--- config.mk ---
export PLATFORM = sky130hd
export DESIGN_NAME = msr_seq_shifter
export DESIGN_NICKNAME = d
export VERILOG_FILES = /design/src/rtl/msr_seq_shifter.sv
export SDC_FILE = /design/constraint.sdc
export NUM_CORES = 1
export LEC_CHECK = 0
export CAP_MARGIN = 20
export CORE_AREA = 8 8 74 50
export DETAILED_ROUTE_END_ITERATION = 8
export DIE_AREA = 0 0 82 58
export GPL_TIMING_DRIVEN = 1
export PLACE_DENSITY = 0.77
export SYNTH_ARGS = -nofsm -noshare
export SYNTH_HDL_FRONTEND = slang
export SYNTH_SLANG_ARGS = --single-unit
--- constraint.sdc ---
create_clock -name clk -period 1.25 [get_ports clk]
set_input_delay 0.1875 -clock clk [delete_from_list [all_inputs] [get_ports clk]]
set_output_delay 0.1875 -clock clk [all_outputs]
set_load 0.02 [all_outputs]
--- src/rtl/msr_seq_shifter.sv ---
// msr_seq_shifter: WIDTH-bit shift/rotate register that executes multi-step
// commands (one step per clock) with a start/busy/done handshake, plus
// parallel load and serial in/out.
// Optional build macro MSR_DOUBLE_STEP_EN: two steps per RUN cycle, with the
// final odd step done singly. Final PO is the same as in the default build.
module msr_seq_shifter #(
  parameter int WIDTH = 8,
  parameter int AMT_W = 3
) (
  input  logic             clk,
  input  logic             rst,
  input  logic             load,
  input  logic [WIDTH-1:0] load_val,
  input  logic             start,
  input  logic [2:0]       mode,
  input  logic [AMT_W-1:0] amt,
  input  logic             sin,
  output logic [WIDTH-1:0] PO,
  output logic             sout,
  output logic             busy,
  output logic             done
);

  typedef enum logic {IDLE, RUN} state_t;

  localparam logic [2:0] M_ROR = 3'b001;
  localparam logic [2:0] M_ROL = 3'b010;
  localparam logic [2:0] M_SHR = 3'b011;
  localparam logic [2:0] M_SHL = 3'b100;
  localparam logic [2:0] M_SRA = 3'b101;

  state_t           state, state_nxt;
  logic [2:0]       mode_q, mode_nxt;
  logic [AMT_W-1:0] cnt, cnt_nxt;
  logic [WIDTH-1:0] po_nxt;
  logic             sout_nxt, busy_nxt, done_nxt;
  logic [WIDTH:0]   r1;
`ifdef MSR_DOUBLE_STEP_EN
  logic [WIDTH:0]   r2;
`endif

  // One step of the selected operation; result is {new sout, new PO}.
  // HOLD and the unused codes keep both PO and sout.
  function automatic logic [WIDTH:0] step_fn(input logic [2:0] m,
                                             input logic [WIDTH-1:0] v,
                                             input logic s_in,
                                             input logic s_out);
    logic signed [WIDTH-1:0] sv;
    sv = $signed(v) >>> 1;
    case (m)
      M_ROR:   return {v[0], v[0], v[WIDTH-1:1]};
      M_ROL:   return {v[WIDTH-1], v[WIDTH-2:0], v[WIDTH-1]};
      M_SHR:   return {v[0], s_in, v[WIDTH-1:1]};
      M_SHL:   return {v[WIDTH-1], v[WIDTH-2:0], s_in};
      M_SRA:   return {v[0], sv};
      default: return {s_out, v};
    endcase
  endfunction

  // Next-state and datapath: IDLE accepts load/start, RUN steps and counts down.
  always_comb begin
    state_nxt = state;
    mode_nxt  = mode_q;
    cnt_nxt   = cnt;
    po_nxt    = PO;
    sout_nxt  = sout;
    busy_nxt  = busy;
    done_nxt  = 1'b0;
    r1        = step_fn(mode_q, PO, sin, sout);
`ifdef MSR_DOUBLE_STEP_EN
    r2        = step_fn(mode_q, r1[WIDTH-1:0], sin, r1[WIDTH]);
`endif
    case (state)
      IDLE: begin
        if (load) begin
          // load wins over a simultaneous start; that start is dropped
          po_nxt = load_val;
        end else if (start) begin
          if (amt == '0) begin
            done_nxt = 1'b1;
          end else begin
            mode_nxt  = mode;
            cnt_nxt   = amt;
            busy_nxt  = 1'b1;
            state_nxt = RUN;
          end
        end
      end
      RUN: begin
`ifdef MSR_DOUBLE_STEP_EN
        if (cnt > AMT_W'(1)) begin
          {sout_nxt, po_nxt} = r2;
          cnt_nxt = cnt - AMT_W'(2);
        end else begin
          {sout_nxt, po_nxt} = r1;
          cnt_nxt = cnt - AMT_W'(1);
        end
        if (cnt <= AMT_W'(2)) begin
`else
        {sout_nxt, po_nxt} = r1;
        cnt_nxt = cnt - AMT_W'(1);
        if (cnt == AMT_W'(1)) begin
`endif
          busy_nxt  = 1'b0;
          done_nxt  = 1'b1;
          state_nxt = IDLE;
        end
      end
      default: state_nxt = IDLE;
    endcase
  end

  // State, counter and register update; async reset clears everything.
  always_ff @(posedge clk or posedge rst) begin
    if (rst) begin
      state  <= IDLE;
      mode_q <= '0;
      cnt    <= '0;
      PO     <= '0;
      sout   <= 1'b0;
      busy   <= 1'b0;
      done   <= 1'b0;
    end else begin
      state  <= state_nxt;
      mode_q <= mode_nxt;
      cnt    <= cnt_nxt;
      PO     <= po_nxt;
      sout   <= sout_nxt;
      busy   <= busy_nxt;
      done   <= done_nxt;
    end
  end

endmodule

==> impl_metrics.yaml <==
status:
  status: "finished with violations"
  violations: "setup timing"
die:
  die_w_um: 82
  placementRows: 15
  ioPinCount: 30
  die_h_um: 58
  dieArea_sq_mm: 0.00476
  start_util_pct: 39.8
  coreArea_sq_mm: 0.00267
sta:
  fmax_mhz: 727
  final_hold_viol_count: 0
  grt_setup_unrepaired: "yes"
  skew_ps: 1.46
  period_share_pct: 110
  setup_ws_ps: -125
  tightest_slew_ps: 338
  period_minus_slack_ps: 1380
  finalSetupViolCount: 10
  setup_tns_ps: -977
  slew_viol_final: 0
  relSlewSlack_pct: 77.3
cells_and_area:
  syn2layout_area_growth_pct: 61.4
  final_cell_mix: "buf_4, nand2_1, dfrtp_1, dlygate4sd2_1, clkdlybuf4s50_1"
  drive_above_1_share_pct: 33.1
  final_common_cell: "buf_4"
  diodes: 0
  nets: 198
  fin_area_sq_mm: 0.00171
setup_path:
  crit_path_frequent_cell: "buf_6"
  rrSetupSlack_ps: -130
  r2r-end: "PO[3]"
  slowest_stage: "dfrtp_2"
  critPathKind: "flop to flop"
  cpPeakStageDelay_ps: 420
  start_kind: "flop"
  r2r-start: "mode_q[1]"
  path_max_fanout: 5
  rr_worst_depth: 6
  cp-end-kind: "flop"
  required_ps: 1450
  path_cells: "buf_6 -> or3_4 -> nand2_4 -> buf_6 -> a32oi_2 -> nand2_1"
  critPathArrivalTime_ps: 1570
logic_synthesis:
  yosysSeqAreaShare_pct: 42.5
  synth_cell_type_count: 38
  ys_warn_count: 0
  synth_async_sr_flop_share_pct: 100
  synth_cells: 118
  synth_edf_count: 0
  synth_nets: 139
  synth_flop_cell: "dfrtp_1"
  synth_seq_cells: 18
  syn_area_per_cell_sq_um: 8.99
  syn_area_sq_mm: 0.00106
place:
  post-place-ws_ps: -403
  port-buffer-count: 29
  dp_hpwl_mm: 2.39
  dpl-instance-area_sq_mm: 0.00153
  place_congestion: 0.840
clock_network:
  clkSinkCount: 18
  cts.clk_slew.worst_paths_ps: 70
  cts_buffers: 3
  cts_buffer_depth: 2
  cts_tree: "built"
  insertion_delay_ps: 250
  cts_max_level: 1
  root_buffer: "clkbuf_8"
drt:
  wirelength_mm: 3.32
  wl_per_cell_um: 15.9
  drt-initial-drc-count: 86
  drc: 0
  antenna_left: 0
  routed_via_density: 5.26
  dr.pass1.iters: 4
  num_vias: 1099
pwr:
  p_per_area_mw_per_mm2: 2850
  total_power_uw: 4880
  leakage_uw: 0.000794
  irDropWorstVdd_mv: 1.47
min_path:
  hold_class: "input port to asynchronous set/reset pin"
global_route:
  antenna_found_initial: 0
  track_usage_pct: 14.7
  grt_max_degree: 19
  grt_overflow: 0
  grt_pass1_wl_mm: 5.49
  grt_pass1_vias: 1146
run:
  cap_violations: 0
[kinds of logic after synthesis]
logic type / Yosys count / share of synthesized area [%]
xor+xnor: 1 / 0.826
mux: 5 / 5.19
compound gates: 37 / 24.1
flops: 18 / 42.5
fa+ha+maj: 2 / 2.36
buf+inv: 13 / 5.90
simple gates: 42 / 19.2
[per-stage QoR]
| stage | cells | util, % | hold slack [ps] |
|---|---|---|---|
| after floorplan | 118 | - | 126 |
| after global placement | 197 | 57.5 | 462 |
| after detailed placement | 197 | 57.5 | 474 |
| after CTS | 205 | 61.7 | 269 |
| after global routing | 209 | 64.3 | 297 |
| final | 209 | 64.3 | 251 |
[layer usage]
metal  up-vias  track usage [%]  part of all wire (%)
met5         -                0                     0
met2        49             23.0                    45
met4         0             2.24                  0.87
met3         6             5.40                   9.5
met1       514             19.2                    45
li1        530                -                     -
[state kept, by name, indices dropped and copies added (netlist names)]
signal and count:
sout 1, busy 1, state 1, cnt 3, done 1, PO 8
mode_q 3
[area by class of cell]
type / instances / area (sq um)
Multi-Input combinational cell: 87 / 636
Sequential cell: 18 / 453
Inverter: 7 / 26.3
Tap cell: 34 / 42.5
Fill cell: 226 / 952
Clock buffer: 3 / 41.3
Timing Repair Buffer: 60 / 514
[worst max path at each step]
stage / slack [ps] / start / endpoint
2_1_floorplan: -70 / state / mode_q[1]
3_3_place_gp: -330 / amt[1] / cnt[0]
3_5_place_dp: -400 / amt[1] / cnt[2]
4_1_cts: -110 / mode_q[1] / PO[3]
5_1_grt: -180 / mode_q[1] / PO[6]
6_report: -130 / mode_q[1] / PO[3]
[where the power goes]
group	total, uW	internal, uW	switching [uW]
clock network	408	214	194
registers	1160	895	265
logic	3310	1680	1630
[synth_stat cells (all sizes together), types with 2 or more instances]
library cell,n,share of area [%]
a21boi,2,2.5
a21oi,2,0.94
a221oi,2,1.7
a32oi,4,3.3
buf,5,3.1
dfrtp,18,42
ha,2,2.4
inv,7,2.5
mux2i,4,3.8
nand2,25,9.1
nand3,2,0.94
nor2,5,2.0
nor2b,5,2.9
o21ai,18,8.5
or3,2,1.7
[worst max-delay path: cells and delay by family, from the launching register on]
family | cells | cell delay (ps)
and+or+nand+nor | 3 | 540
DFF | 1 | 420
buffers and inverters | 2 | 270
AOI/OAI and AO/OA | 1 | 90
[repair_timing]
| item | 4_1_cts | 5_1_grt |
|---|---|---|
| setup buffers | 5 | 4 |
| resized for setup | 30 | 16 |
| setup endpoints to repair | 27 | 14 |
| pin swaps | 10 | 3 |
| hold buffers | 0 | 0 |
Power figures use the tool's default switching activity.
==> RTL edit 1: new RTL, same settings <==
The parameter `WIDTH` goes from 8 to 10.
--- a/src/rtl/msr_seq_shifter.sv
+++ b/src/rtl/msr_seq_shifter.sv
@@ -4,7 +4,7 @@
 // Optional build macro MSR_DOUBLE_STEP_EN: two steps per RUN cycle, with the
 // final odd step done singly. Final PO is the same as in the default build.
 module msr_seq_shifter #(
-  parameter int WIDTH = 8,
+  parameter int WIDTH = 10,
   parameter int AMT_W = 3
 ) (
   input  logic             clk,
Ports: changed (resized PO and load_val); port bits go from 30 to 34. No check against the original RTL was run, so the function may have changed too.
==> RTL edit 1 against the original RTL <==
- the run still ends with negative setup slack left
- synthesized area rose by 16%
- utilization rose by 6.2 points
- design area rose by 9.7%
- setup slack got worse by 38 ps
- global-route usage rose by 1.2 points
- sequential cell count rose by 2
- power rose by 9.5%
- critical path depth fell by 1
- wire length rose by 3.6%
- critical path type unchanged
- largest cell class unchanged
- largest power group unchanged
- highest routed layer unchanged
==> RTL edit 1: results (changes against the original RTL) <==
logic_synthesis:
  synth_nets: 142  # was 139
  synth_common_cells: "dfrtp_1 (20), nand2_1 (14), nand3_1 (10), mux2i_1 (9), o211ai_1 (9)"  # was nand2_1 (24), dfrtp_1 (18), o21ai_0 (15), inv_1 (7), nor2b_1 (5)
  yosysTopAreaCellShare_pct: 40.7  # was 42.5%
  yosysSeqAreaShare_pct: 40.7  # was 42.5%
  ys_types: 41  # was 38
  synthTopCellsByArea: "dfrtp_1 (41%), mux2i_1 (7.3%), o211ai_1 (5.5%), nand2_1 (4.3%), nand3_1 (4.1%)"  # was dfrtp_1 (42%), nand2_1 (8.5%), o21ai_0 (7.1%), mux2i_1 (3.8%), a32oi_1 (3.3%)
setup_path:
  ff2ff_path_depth: 5  # was 6
  endpoint: "PO[0]"  # was PO[3]
  crit_fanout: 9  # was 5
  crit_family: "compound AO/OA/AOI/OAI gates"  # was simple AND/OR/NAND/NOR gates
placement:
  place_hpwl_um: 2630  # was 2390 um
  portBuffers: 33  # was 29
detailed_routing:
  wl_met3_um: 211  # was 316 um
  met2_length_um: 1670  # was 1490 um
  vias: 1173  # was 1099
  met1_length_um: 1510  # was 1490 um
timing:
  layout_setup_ws_ps: -163  # was -125 ps
  fin_skew_ps: 3.44  # was 1.46 ps
  setup_viol: 10  # unchanged
global_routing:
  gr-usage-met1_pct: 19.5  # was 19.2%
  grt_start_max_net_pins: 21  # was 19
  grt_pass1_wl_um: 5880  # was 5490 um
  track_usage_pct: 15.9  # was 14.7%
  met3_usage_pct: 4.48  # was 5.40%
  use_met2_pct: 26.5  # was 23.0%
pwr:
  p_clk_share_pct: 12.4  # was 8.4%
  combinationalPowerShare_pct: 65.3  # was 67.9%
  power.leakage_nw: 0.862  # was 0.794 nW
  irDropWorstVdd_uv: 1120  # was 1470 uV
layout:
  fillers: 209  # was 226
  drive_gt1_share_pct: 28.1  # was 33.1%
run_status:
  outcome: "complete, but fails checks"  # unchanged
  violations: "negative setup slack"  # unchanged
==> RTL edit 1: cell count changes after synthesis, sizes merged, moves of 4 or more <==
cell,delta
nand3,+8
mux2i,+5
a32oi,-4
o21ai,-15
nand2,-11
o211ai,+8
==> RTL edit 1: what timing repair did <==
item | CTS | global route
gates resized for setup | 25 | 6
setup buffers | 3 | 1
pin swaps | 6 | 5
endpoints found under the setup margin | 30 | 12
==> RTL edit 1: cells by family after synthesis <==
| logic type | share of synthesized area (%) |
|---|---|
| xor gates and xnor gates | 2.95 |
| DFF | 40.7 |
| and+or+nand+nor | 17.6 |
| adders and majority gates | 2.03 |
| buffers and inverters | 4.88 |
| muxes | 10.1 |
| AOI/OAI and AO/OA | 21.8 |
==> RTL edit 1: worst register-to-register path: stages, from the launching register on <==
cell      delay [ps]
dfrtp_2          430
buf_4            170
nor4bb_1         270
a31oi_1           70
a311oi_1         300
a21o_1           120
==> RTL edit 1: area by class of cell <==
cell class	instances	share of cell area [%]
Timing Repair Buffer	62	29.0
Tap cell	34	2.26
Multi-Input combinational cell	87	37.2
Inverter	5	0.999
Clock buffer	3	2.20
Clock inverter	1	1.60
Sequential cell	20	26.7
==> RTL edit 1: per-stage QoR <==
step / instances / utilization, % / instance area (um2)
global placement: 204 / 65.7 / 1750
finish: 212 / 70.5 / 1880
CTS: 211 / 69.9 / 1860
global route: 212 / 70.5 / 1880
floorplan: 119 / - / 1230
detailed placement: 204 / 65.7 / 1750
==> RTL edit 1: worst min-delay path by stage <==
stage	slack, ps	depth (start not counted)	endpoint	start
final	250	3	PO[4]	rst
after global routing	290	3	PO[4]	rst
after CTS	270	3	PO[4]	rst
after detailed placement	470	1	busy	busy
after global placement	470	1	busy	busy
after floorplan	150	1	PO[0]	rst
==> RTL edit 2: new RTL, same flow settings <==
Made on the original files. Register the input `mode` before use, cleared by the reset. The logic sees it one clock later. The other inputs are not delayed to match.
--- a/src/rtl/msr_seq_shifter.sv
+++ b/src/rtl/msr_seq_shifter.sv
@@ -28,6 +28,16 @@
   localparam logic [2:0] M_SHR = 3'b011;
   localparam logic [2:0] M_SHL = 3'b100;
   localparam logic [2:0] M_SRA = 3'b101;
+
+  logic [2:0] mode_r;
+
+  always_ff @(posedge clk or posedge rst) begin
+    if (rst) begin
+      mode_r <= '0;
+    end else begin
+      mode_r <= mode;
+    end
+  end
 
   state_t           state, state_nxt;
   logic [2:0]       mode_q, mode_nxt;
@@ -79,7 +89,7 @@
           if (amt == '0) begin
             done_nxt = 1'b1;
           end else begin
-            mode_nxt  = mode;
+            mode_nxt  = mode_r;
             cnt_nxt   = amt;
             busy_nxt  = 1'b1;
             state_nxt = RUN;
Behaviour: not the same (Yosys sat finds a counterexample within 4 cycles, from zero or initial values and one cycle with rst high).
==> RTL edit 2 against the original RTL <==
- setup slack worse by 130 ps
- critical path type unchanged
- synthesized area up 7.2%
- design area up 7.9%
- sequential cell count up 3
- the flow still finishes with violations (negative setup slack)
- clock power up 16%
- wire length up 21%
- sequential share of layout area up 2.3 points
- power up 13%
==> RTL edit 2: results (changes against the original RTL) <==
detailed_routing:
  drt_wl_total_um: 4010  # was 3320 um
  met2_length_um: 1880  # was 1490 um
  vias: 1181  # was 1099
  drt_iter0_markers: 140  # was 86
  highest_layer: "met4"  # unchanged
  wl_per_cell_um: 19.0  # was 15.9 um
  met1_length_um: 1740  # was 1490 um
  wl_met3_um: 247  # was 316 um
logic_synthesis:
  synthTopCellsByArea: "dfrtp_1 (46%), a21oi_1 (5.3%), o31ai_1 (4.0%), nand2_1 (3.3%), nor2_2 (3.3%)"  # was dfrtp_1 (42%), nand2_1 (8.5%), o21ai_0 (7.1%), mux2i_1 (3.8%), a32oi_1 (3.3%)
  syn-instance-count: 119  # was 118
  synth_fa_ha_area_share_pct: 2.20  # was 2.36%
  synthXorXnorAreaFrac_pct: 2.20  # was 0.825%
  ys_warn_count: 0  # unchanged
  synthArstFlopShare_pct: 100  # unchanged
  synth_nets: 140  # was 139
  synth-compound-area-share_pct: 22.2  # was 24.1%
  yosysSeqAreaShare_pct: 46.2  # was 42.5%
  synth_mux_area_share_pct: 2.97  # was 5.19%
  synth_common_cells: "dfrtp_1 (21), a21oi_1 (12), nand2_1 (10), nor2_1 (8)"  # was nand2_1 (24), dfrtp_1 (18), o21ai_0 (15), inv_1 (7), nor2b_1 (5)
  ys_types: 36  # was 38
timing:
  layout_setup_ws_ps: -258  # was -125 ps
  whs_ps: 245  # was 251 ps
  tightestPinTransition_ps: 312  # was 338 ps
  setup_tns_ps: -1670  # was -977 ps
  setup_viol: 13  # was 10
  fin_skew_ps: 4.34  # was 1.46 ps
run_status:
  violations: "negative setup slack"  # unchanged
  outcome: "complete, but fails checks"  # unchanged
setup_path:
  ff2ff_path_depth: 5  # was 6
  crit_family: "compound AO/OA/AOI/OAI gates"  # was simple AND/OR/NAND/NOR gates
  critPathMaxStageDelay_ps: 470  # was 420 ps
  r2r-end: "PO[4]"  # was PO[3]
  crit_fanout: 7  # was 5
  regToRegStartpoint: "mode_q[1]"  # unchanged
  cp.arrival_ps: 1670  # was 1570 ps
placement:
  place_hpwl_um: 2650  # was 2390 um
  gp_congestion: 0.824  # was 0.840
  dpl_cell_area_um2: 1650  # was 1530 um2
  pre_cts_ws_ps: -405  # was -403 ps
  portBuffers: 29  # unchanged
layout:
  fillers: 180  # was 226
  nNetsFinal: 199  # was 198
  antenna_cells: 0  # unchanged
  largest_reg_flops: 8  # unchanged
  layout.core_utilization_pct: 69.3  # was 64.3%
  drive_gt1_share_pct: 44.6  # was 33.1%
global_routing:
  grt_start_max_net_pins: 22  # was 19
  grt_pass1_wl_um: 6200  # was 5490 um
  track_usage_pct: 17.1  # was 14.7%
pwr:
  irDropWorstVdd_uv: 1360  # was 1470 uV
  power.leakage_nw: 0.826  # was 0.794 nW
  intPower_mw: 3.03  # was 2.79 mW
clock_tree:
  worstSkewPairLatency_ps: 270  # was 250 ps
job:
  cap_viol_max_count: 0  # unchanged
RTL edit 2: changes by cell type in the layout (fill, tap and decap cells not counted), moves of 5 or more:
cell,delta
o21ai_0,-9
nor2_2,+6
nand2_1,-15
a21oi_1,+7
o21ai_1,-5
RTL edit 2: worst max path at each step:
stage,start,endpoint,slack (ps),depth (start not counted)
2_1_floorplan,mode_q[2],PO[1],-120,6
5_1_grt,mode_q[1],PO[4],-310,5
3_5_place_dp,amt[1],mode_q[1],-410,4
3_3_place_gp,amt[1],mode_q[0],-370,4
6_report,mode_q[1],PO[4],-260,5
4_1_cts,mode_q[1],PO[1],-200,5
RTL edit 2: power groups by stage:
stage               registers [mW]  logic (mW)  clock network [mW]
floorplan                     1.47        1.60                   0
global placement              1.28        2.88                   0
detailed placement            1.30        3.02                   0
CTS                           1.29        3.29               0.477
global route                  1.35        3.95               0.516
finish                        1.33        3.71               0.474
RTL edit 2: final cells by class:
| type | count | area share, % |
|---|---|---|
| clock buffers | 3 | 2.23 |
| clock inverters | 1 | 0.406 |
| inverters | 5 | 1.02 |
| multi-input cells | 86 | 37.2 |
| flip-flops and latches | 21 | 28.7 |
| well taps | 34 | 2.30 |
| repair buffers | 61 | 28.2 |
RTL edit 2: repair_timing:
action	CTS	global route
setup buffers	5	0
setup endpoints to repair	27	18
pin swaps	15	10
hold endpoints to repair	0	0
gates resized for setup	34	22
RTL edit 2: kinds of logic after synthesis:
group | count (synthesis)
xor+xnor | 2
compound gates | 38
mux | 3
buf+inv | 12
simple gates | 41
fa+ha+maj | 2
flops | 21
RTL edit 2: per-layer routing:
layer / up-vias / GRT usage [%]
li1: 538 / -
met1: 574 / 22.5
met2: 55 / 24.7
met3: 14 / 4.48
met4: 0 / 8.96
met5: - / 0
RTL edit 2: worst min-delay path, stage by stage:
cell and delay (ps):
clkdlybuf4s50_1 390, inv_1 50, buf_4 270
